==> src/rtl/rcu_pll_seq.sv <==
// PLL bring-up and core-clock switch sequencer for the reset and clock unit.
// Optional loss-of-lock monitor in IDLE: define RCU_PLL_SEQ_LOL_MON_EN.
module rcu_pll_seq #(
    parameter int                   CFG_WIDTH   = 3,
    parameter logic [CFG_WIDTH-1:0] CFG_RST     = '0,
    parameter int                   SETTLE_CYC  = 4,
    parameter int                   LOCK_STABLE = 16,
    parameter int                   TIMEOUT_CYC = 1024
) (
    input  logic                 clk_i,
    input  logic                 rst_n_i,
    input  logic                 req_valid_i,
    input  logic [CFG_WIDTH-1:0] req_cfg_i,
    output logic                 req_ready_o,
    input  logic                 pll_lock_i,
    output logic [CFG_WIDTH-1:0] pll_cfg_o,
    output logic                 pll_en_o,
    output logic                 busy_o,
    output logic                 done_o,
    output logic                 err_o,
    output logic                 lol_o
);

    localparam int CW = $clog2(TIMEOUT_CYC + 1);
    localparam int SW = (SETTLE_CYC > 1) ? $clog2(SETTLE_CYC + 1) : 1;

    localparam logic [SW-1:0] SETTLE_LAST = SW'(SETTLE_CYC - 1);
    localparam logic [CW-1:0] STABLE_LAST = CW'(LOCK_STABLE - 1);
    // Abort lands TIMEOUT_CYC cycles after the CFG cycle, one edge ahead of the last LOCK count.
    localparam logic [CW-1:0] TMO_LAST    = CW'(TIMEOUT_CYC - 2);

    localparam logic [2:0] ST_IDLE   = 3'd0;
    localparam logic [2:0] ST_BYPASS = 3'd1;
    localparam logic [2:0] ST_CFG    = 3'd2;
    localparam logic [2:0] ST_LOCK   = 3'd3;
    localparam logic [2:0] ST_SWITCH = 3'd4;
    localparam logic [2:0] ST_DONE   = 3'd5;

    logic [2:0]           state_q;
    logic [CFG_WIDTH-1:0] cfg_q;
    logic [SW-1:0]        settle_cnt;
    logic [CW-1:0]        stable_cnt;
    logic [CW-1:0]        tmo_cnt;
`ifdef RCU_PLL_SEQ_LOL_MON_EN
    logic                 lol_low_q;
`endif

    assign req_ready_o = (state_q == ST_IDLE);
    assign busy_o      = (state_q != ST_IDLE);

`ifndef RCU_PLL_SEQ_LOL_MON_EN
    assign lol_o = 1'b0;
`endif

    always_ff @(posedge clk_i or negedge rst_n_i) begin
        if (!rst_n_i) begin
            state_q    <= ST_IDLE;
            cfg_q      <= CFG_RST;
            pll_cfg_o  <= CFG_RST;
            pll_en_o   <= 1'b0;
            done_o     <= 1'b0;
            err_o      <= 1'b0;
            settle_cnt <= '0;
            stable_cnt <= '0;
            tmo_cnt    <= '0;
`ifdef RCU_PLL_SEQ_LOL_MON_EN
            lol_o      <= 1'b0;
            lol_low_q  <= 1'b0;
`endif
        end else begin
            done_o <= 1'b0;
            case (state_q)
                ST_IDLE: begin
                    if (req_valid_i) begin
                        // Fall back to the oscillator before anything touches the PLL.
                        cfg_q      <= req_cfg_i;
                        err_o      <= 1'b0;
                        pll_en_o   <= 1'b0;
                        settle_cnt <= '0;
                        state_q    <= ST_BYPASS;
`ifdef RCU_PLL_SEQ_LOL_MON_EN
                        lol_o      <= 1'b0;
                        lol_low_q  <= 1'b0;
                    end else if (pll_en_o) begin
                        if (pll_lock_i) begin
                            lol_low_q <= 1'b0;
                        end else if (lol_low_q) begin
                            pll_en_o  <= 1'b0;
                            lol_o     <= 1'b1;
                            lol_low_q <= 1'b0;
                        end else begin
                            lol_low_q <= 1'b1;
                        end
`endif
                    end
                end
                ST_BYPASS: begin
                    if (settle_cnt == SETTLE_LAST) begin
                        pll_cfg_o <= cfg_q;
                        state_q   <= ST_CFG;
                    end else begin
                        settle_cnt <= settle_cnt + 1'b1;
                    end
                end
                ST_CFG: begin
                    stable_cnt <= '0;
                    tmo_cnt    <= '0;
                    state_q    <= ST_LOCK;
                end
                ST_LOCK: begin
                    if (pll_lock_i && (stable_cnt == STABLE_LAST)) begin
                        pll_en_o   <= 1'b1;
                        settle_cnt <= '0;
                        state_q    <= ST_SWITCH;
                    end else if (tmo_cnt == TMO_LAST) begin
                        err_o    <= 1'b1;
                        pll_en_o <= 1'b0;
                        state_q  <= ST_IDLE;
                    end else begin
                        tmo_cnt    <= tmo_cnt + 1'b1;
                        stable_cnt <= pll_lock_i ? stable_cnt + 1'b1 : '0;
                    end
                end
                ST_SWITCH: begin
                    if (settle_cnt == SETTLE_LAST) begin
                        done_o  <= 1'b1;
                        state_q <= ST_DONE;
                    end else begin
                        settle_cnt <= settle_cnt + 1'b1;
                    end
                end
                ST_DONE: begin
                    state_q <= ST_IDLE;
                end
                default: begin
                    state_q <= ST_IDLE;
                end
            endcase
        end
    end

endmodule
==> config.mk <==
export PLATFORM = sky130hd
export DESIGN_NAME = rcu_pll_seq
export DESIGN_NICKNAME = d
export VERILOG_FILES = /design/src/rtl/rcu_pll_seq.sv
export SDC_FILE = /design/constraint.sdc
export NUM_CORES = 1
export LEC_CHECK = 0
export ABC_AREA = 0
export BUFFER_PORTS_ARGS = -buffer_cell sky130_fd_sc_hd__buf_2
export CAP_MARGIN = 40
export CORE_MARGIN = 1.5
export CORE_UTILIZATION = 49
export CTS_CLUSTER_DIAMETER = 100
export DETAILED_ROUTE_END_ITERATION = 16
export PLACE_DENSITY = 0.68
export SYNTH_ARGS = -nofsm -noshare
export SYNTH_HDL_FRONTEND = slang
export SYNTH_SLANG_ARGS = --single-unit
export TNS_END_PERCENT = 50
==> constraint.sdc <==
create_clock -name clk_i -period 3.8 [get_ports clk_i]
set_clock_uncertainty 0.1 [all_clocks]
set_input_delay 0.76 -clock clk_i [delete_from_list [all_inputs] [get_ports clk_i]]
set_output_delay 0.76 -clock clk_i [all_outputs]
set_load 0.01 [all_outputs]
# Word level (Yosys, flattened, before mapping)
# Index checks and enable logic that the tools add are counted.
# word_totals
ff_bits	37
out_inout_bits	9
input_bits	7
# classes
mux	26
reduce_logical	14
addsub	3
eq_ne	16
# ops
cell	n
11-bit 2-to-1 mux	5
11-bit one-hot mux with 2 select lines	2
3-bit 2-to-1 mux	8
11-bit by 1-bit adder with 11-bit output (second input constant)	2
2-bit != test (second input constant)	8
3-bit one-hot mux with 5 select lines	1
4-bit AND reduction	3
11-bit by 10-bit equality test with 1-bit output (second input constant)	1
11-bit by 4-bit equality test with 1-bit output (second input constant)	1
3-bit by 2-bit equality test with 1-bit output (second input constant)	3
3-bit one-hot mux with 3 select lines	1
1-bit 2-to-1 mux	7
3-bit AND reduction	2
3-bit nonzero test	2
1-bit one-hot mux with 2 select lines	2
2-bit AND reduction	2
2-bit nonzero test	2
3-bit by 1-bit adder with 3-bit output (second input constant)	1
3-bit by 1-bit equality test with 1-bit output (second input constant)	1
3-bit equality test (second input constant)	1
3-bit logical NOT	1
3-bit != test (second input constant)	1
2-bit OR reduction	1
1-bit logical AND	1

# Longest topological paths before layout
# Gate-level depths: netlist of run 1.
# logic_depth
depth_word	5
mapped_depth	8

# Least setup slack after synthesis of run 1
# Ideal clock, no wire load.
# synth_path
path_type	input port to flip-flop
start	input pll_lock_i
end	register settle_cnt[0]
cell_stages	5
path_slack_ns	1.686
t_arrival_ns	1.889
setup_ns	0.125
cell_sequence	nor4b_1 and3_1 nand2_1 o21ai_0 mux2_2
# synth_via
elab_chain_cells	3
# synth_rtl
element	line	rtl
from (decl)	15	input logic pll_lock_i,
1-bit logical AND	111	if (pll_lock_i && (stable_cnt == STABLE_LAST)) begin
2-bit != test (no line)	--	
4-bit AND reduction (no line)	--	
to (signal assigned)	102	settle_cnt <= settle_cnt + 1'b1;
to (signal assigned)	129	settle_cnt <= settle_cnt + 1'b1;
to (decl)	41	logic [SW-1:0] settle_cnt;
# No other way between the ends.
# A chain may end at the register's enable or synchronous reset.

# Final worst setup path of run 1
# layout_path
start	register tmo_cnt[0]
end	register tmo_cnt[2]
# layout_via
elab_chain_cells	4
word_cells_on_any_way	7
cone_classes	add/sub (1); eq/ne (2); mux (3); reduce/logical (1)
# layout_rtl
element	line	rtl
from (decl)	43	logic [CW-1:0] tmo_cnt;
from (signal assigned)	120	tmo_cnt <= tmo_cnt + 1'b1;
11-bit by 1-bit adder with 11-bit output	120	
11-bit 2-to-1 mux	115	end else if (tmo_cnt == TMO_LAST) begin
11-bit 2-to-1 mux	111	
11-bit one-hot mux with 2 select lines	72	case (state_q)
# Several ways; a longest one is shown, not always the timed one. The select of a mux whose other input is x is not followed.

==> summary.txt, run 1 <==
Finish
  • Most common cell after layout, fill and taps aside: dfrtp_1
  • P&R area growth vs syn: 9.23%
  • Fin nets: 243
  • Finished Layout Cells: around 280
  • Fillers: approximately 360
  • Design area: ~2200 um2
  • Share of cells above drive strength 1: 18.5%
  • Most frequent cells in the layout: dfrtp_1 (37), nand2_1 (27), nor2_1 (21), o21ai_0 (19), buf_2 (14)
  • N_diodes: 0

Synth
  • Synth top area share: between 40% and 50%
  • Sequential fraction of the synthesis area: 45.5%
  • Post-synth EDFFs: 0
  • Post-Syn Instances: about 220
  • Predominant post-synthesis flop cell: dfrtp_1
  • Yosys cell types: 47
  • Share of flip-flops with an asynchronous set or reset: 100%
  • Yosys warns: 0
  • Synth area leaders: dfrtp_1 (46%), mux2_2 (5.0%), nand2_1 (5.0%)
  • Synthesis-stage register bit count: 37
  • Cell type with the largest total area after synthesis: dfrtp_1
  • Syn nets: 229
  • Avg Cell Area, Syn: ~9.4 um2
  • Cell area after synthesis: between 2000 and 2500 um2

Worst setup path
  • Setup CP Type: reg2reg
  • Worst R2R Setup Slack: 1.18 ns
  • R2R Path End: tmo_cnt[2]
  • Worst Setup End Kind: register
  • CP Launch Type: register
  • Worst Path Arrival: about 2.8 ns
  • CP required: just under 4 ns
  • Worst r2r src: tmo_cnt[0]
  • R2r worst-path depth: 7
  • CP max FO: 21

STA
  • Setup TNS Final: 0 ns
  • Max-slew violation count: 0
  • Hold Vio Cnt, Final: 0
  • Final setup fails: 0
  • Period minus WS final: roughly 2.6 ns
  • Slew margin rel.: a little over two fifths
  • Period Utilization, post-route: between 60% and 70%
  • RSZ-0062 raised after global routing: false
  • Max Freq: 0.382 GHz
  • Setup ws final: about 1.2 ns
  • Worst slew pin tran: ~0.86 ns

Clock tree
  • H-Tree Depth: 2
  • Clk_lat worst skew: approximately 0.29 ns
  • Reg clk slew, reported paths: 0.07 ns
  • CTS tree: yes
  • CTS sink cnt: 37
  • Postcts setup bufs: 0
  • CTS Root Cell: clkbuf_8
  • Hold Buf Count CTS: 0
  • Clock Path Buffers: 2
  • CTS buffer count: 5
  • Cts repair resizes: 0

Placed design
  • Final GP Congestion: approximately 0.8
  • Placed cells: roughly 270
  • Port bufs: 14
  • Post-DP Area: 2100 um2
  • Hpwl dp: a little under 3 mm
  • Post-place setup slack: around 1.2 ns

Route
  • Vias: 1608
  • WL per Instance: roughly 14 um
  • Initial DRC Count: 89
  • DRT Pass-1 Iters: 4
  • Number of remaining DRC errors: 0
  • Final WL: 4.07 mm
  • Antenna-violating nets left: 0
  • Via-to-Cell Ratio: ~5.7

Status
  • Result of the run: complete, no violations

Pwr
  • Maximum vdd drop: between 0.3 and 0.4 mV
  • Leakage: between 1 and 1.5 nW
  • Tot Pwr: about 1.4 mW
  • PwrDens: 624 nW/um2

Floorplanning
  • Rows: 23
  • Ports: 16
  • Core area: ~4000 um2
  • Total die area: approximately 4500 um2
  • Chip height: between 60 and 70 um
  • Initial Util: 50.8%
  • Die W: between 60 and 70 um

Hold path
  • Worst Hold Class: reg2reg
  • Hold Crit Start: pll_cfg_o[1]
  • WHS Endpoint: pll_cfg_o[1]
  • WHS Path Cells: 1

Global route
  • Total track usage: approximately 20%
  • Vias in the first global route: between 1000 and 1500
  • GR Overflow Total: 0
  • Initial antenna violation count: 0
  • Largest net degree at the start of global routing: 38
  • First-pass GRT wire length: between 6 and 7 mm

Flow run
  • Max Cap Viol: 0
-- critical path, stage by stage, from the launching register on --
cell and delay [ns]:
dfrtp_1 0.43, inv_1 0.09, ha_1 0.13, or2b_2 0.31
or4_4 0.46, o211ai_2 0.70, o21ai_0 0.22, nand2_1 0.10
-- metrics by stage --
| step | utilization (%) | hold slack, ns |
|---|---|---|
| 6_report | 55.5 | 0.401 |
| 5_1_grt | 55.5 | 0.422 |
| 4_1_cts | 55.5 | 0.405 |
| 3_5_place_dp | 52.6 | 0.389 |
| 3_3_place_gp | 52.6 | 0.378 |
| 2_1_floorplan | - | 0.364 |
-- cells by family (layout without fill, tap and decap cells) --
kind of cell,Yosys count,in the layout,share of synthesized area [%]
flip-flops,37,37,45.5
AND/OR/NAND/NOR,98,98,25.2
other,1,1,0.184
buffers and inverters,16,31,4.68
adder cells (fa/ha/maj),5,5,3.08
XOR/XNOR,1,1,0.431
AO/OA/AOI/OAI,49,49,15.4
multiplexers,10,10,5.48
-- cells in the mapped netlist, types with 2 or more instances --
cell type / count
nand2b_1: 2
a21oi_1: 9
a41o_1: 2
nor2b_1: 2
nor3_1: 5
a31oi_1: 5
nand4_1: 3
dfrtp_1: 37
mux2_2: 9
nor2_1: 21
o21ai_1: 2
and3_2: 2
and3_1: 7
o21ai_0: 19
nand3_2: 2
o31ai_1: 4
nor4b_1: 2
nand2_1: 27
nor4_1: 2
or3_1: 3
buf_6: 4
inv_1: 9
nand3_1: 11
ha_1: 5
-- where the power goes --
group          internal (mW)  switching [mW]
logic                  0.193           0.261
clock network          0.214           0.137
registers              0.486          0.0941
-- registers in the layout, summed over array words and instances, names as in the netlist --
register    count
cfg_q           3
done_o          1
err_o           1
pll_cfg_o       3
pll_en_o        1
settle_cnt      3
stable_cnt     11
state_q         3
tmo_cnt        11
-- per-layer routing --
layer  wire length [um]  share of wire, %  vias to the layer above  GRT usage, %
met2               1870                46                       29          30.3
li1                   -                 -                      809             -
met4                 70               1.7                        0          8.42
met3                152               3.7                        7          4.83
met5                  0                 0                        -             0
met1               1980                49                      763          26.8
-- layout make-up --
class	instances	area, um2	share of cell area (%)
clock buffer	7	86.3	3.89
clock inverter	1	30.0	1.35
inverter	9	33.8	1.52
multi-input combinational	164	1010	45.6
sequential	37	926	41.7
tap	50	62.6	2.82
timing repair buffer	14	70.1	3.15
-- worst max-delay path by stage --
stage,slack [ns],start,endpoint
3_5_place_dp,1.19,tmo_cnt[0],state_q[1]
4_1_cts,1.18,tmo_cnt[0],state_q[1]
3_3_place_gp,1.24,tmo_cnt[0],state_q[1]
5_1_grt,1.0,tmo_cnt[0],stable_cnt[7]
6_report,1.18,tmo_cnt[0],tmo_cnt[2]
2_1_floorplan,1.69,pll_lock_i,settle_cnt[0]
(Power assumes the default switching activity.)
==> run 2: changes to the inputs <==
==> constraint.sdc (replaced) <==
create_clock -name clk_i -period 2.65 [get_ports clk_i]
set_clock_uncertainty 0.1 [all_clocks]
set_input_delay 0.53 -clock clk_i [delete_from_list [all_inputs] [get_ports clk_i]]
set_output_delay 0.53 -clock clk_i [all_outputs]
set_load 0.01 [all_outputs]
==> run 2 against run 1 <==
Compared with the run above:
- combinational power increased by 55%
- clock power increased by 6.0%
- register-to-register slack got worse by 0.80 ns
- critical path depth increased by 1
- flip-flop and latch count unchanged
- sequential share of layout area increased by 0.21 points
- worst setup slack got worse by 0.80 ns
- cell count increased by 1.1%
- global-route usage increased by 0.27 points
- routed wire length about the same
==> summary.txt, run 2 (synthesis results as in run 1) <==
Status
  • Result of the run: complete, no violations

Floorplanning
  • Chip height: roughly 67 um
  • Ports: 16
  • Initial Util: between 50% and 60%
  • Rows: 23
  • Core area: 4000 um2
  • Total die area: roughly 4500 um2
  • Die W: 67.4 um

Flow run
  • Max Cap Viol: 0

Route
  • Via-to-Cell Ratio: roughly 5.7
  • DRT Pass-1 Iters: 4
  • Initial DRC Count: 152
  • Number of remaining DRC errors: 0
  • Antenna-violating nets left: 0
  • Final WL: just over 4 mm
  • Vias: between 1500 and 2000
  • WL per Instance: ~14 um

Worst setup path
  • Worst Path Arrival: between 2 and 2.5 ns
  • Slowest stage delay, CP: approximately 0.46 ns
  • Worst Setup End Kind: register
  • Setup CP Type: reg2reg
  • Critical path's top delay family: simple AND/OR/NAND/NOR gates
  • WP buf/inv: 2
  • CP Launch Type: register
  • Worst path slowest cell: or4_4
  • CP max FO: 10
  • Worst path cell trace: inv_1, ha_1, or2b_2, or4_4, o211ai_2, buf_4, o21ai_0, o31ai_1
  • CP required: roughly 2.7 ns

Clock tree
  • CTS buffer count: 5
  • Postcts setup bufs: 0
  • CTS sink cnt: 37
  • Clock Path Buffers: 2
  • Reg clk slew, reported paths: 0.07 ns
  • H-Tree Depth: 2
  • Hold Buf Count CTS: 0
  • CTS tree: yes
  • Cts repair resizes: 0
  • CTS Root Cell: clkbuf_8
  • Clk_lat worst skew: 0.29 ns

STA
  • Slew margin rel.: 46.8%
  • Final setup fails: 0
  • Setup TNS Final: 0 ns
  • Period minus WS final: ~2.3 ns
  • Max-slew violation count: 0
  • Max Freq: ~0.44 GHz
  • RSZ-0062 raised after global routing: false
  • Period Utilization, post-route: 85.4%
  • Worst slew pin tran: 0.798 ns
  • Hold Vio Cnt, Final: 0
  • Setup ws final: 0.386 ns
  • Min Hold Slack: about 0.23 ns

Placed design
  • Post-DP Area: about 2100 um2
  • Post-place setup slack: 0.402 ns
  • Final GP Congestion: around 0.81
  • Port bufs: 14
  • Hpwl dp: approximately 2.9 mm

Finish
  • Share of cells above drive strength 1: 19.6%
  • N_diodes: 0
  • Fin nets: 246
  • Most common cell after layout, fill and taps aside: dfrtp_1
  • Top Registers: stable_cnt x11, tmo_cnt x11
  • Most frequent cells in the layout: dfrtp_1 (37), nand2_1 (27), nor2_1 (21), o21ai_0 (19), buf_2 (14)
  • P&R area growth vs syn: 8.68%
  • Design area: 2210 um2

Global route
  • Routing usage on met1: between 20% and 30%
  • GR Overflow Total: 0
  • First-pass GRT wire length: ~6.7 mm
  • Met3 usage: ~5.8%
  • GR Layer Usage met2: between 30% and 40%
  • Largest net degree at the start of global routing: 38
  • Total track usage: 20.1%
  • Vias in the first global route: about 1500
  • Initial antenna violation count: 0
  • Busiest grt layer: met2

Pwr
  • Maximum vdd drop: about 0.45 mV
  • Leakage: 1.03 nW
  • PwrDens: 851 nW/um2

Hold path
  • Worst Hold Class: in2async
run 2: changes by cell type in the layout (fill, tap and decap cells not counted), sizes merged:
cell / before / now
buf: 14 / 17
clkinv: 0 / 2
clkbuf: 7 / 6
bufinv: 1 / 0
run 2: metrics by stage:
step / util, % / power [mW] / cells
6_report: 55.2 / 1.88 / 285
5_1_grt: 55.2 / 2.03 / 285
2_1_floorplan: - / 1.35 / 217
3_3_place_gp: 53.2 / 1.51 / 277
3_5_place_dp: 53.2 / 1.52 / 277
4_1_cts: 55.2 / 1.90 / 285
run 2: where the power goes:
part | total [mW] | switching (mW) | internal [mW] | leakage [nW]
Combinational | 0.702 | 0.399 | 0.303 | 0.496
Clock | 0.372 | 0.190 | 0.182 | 0.0450
Sequential | 0.807 | 0.109 | 0.697 | 0.491
run 2: path summary, 6_finish.rpt:
path	endpoint	start	slack [ns]	depth (start not counted)
worst max register to register	stable_cnt[8]	tmo_cnt[0]	0.39	8
worst max-delay path	stable_cnt[8]	tmo_cnt[0]	0.39	8
worst min-delay path	state_q[2]	rst_n_i	0.23	1
min in group clk_i	err_o	req_valid_i	0.37	2
worst min register to register	pll_cfg_o[2]	pll_cfg_o[2]	0.40	1
max in group asynchronous	stable_cnt[9]	rst_n_i	1.72	1
run 2: metal layers:
layer,routed length [um],share of wire (%)
met3,142,3.5
met1,2040,50
met4,66,1.6
met2,1820,45
met5,0,0
run 2: area by class of cell:
class                      instances  area, um2
fill                             372       1790
multi-input combinational        164       1010
sequential                        37        926
timing repair buffer              17       92.6
clock buffer                       6       72.6
tap                               50       62.6
inverter                           9       33.8
clock inverter                     2       10.0
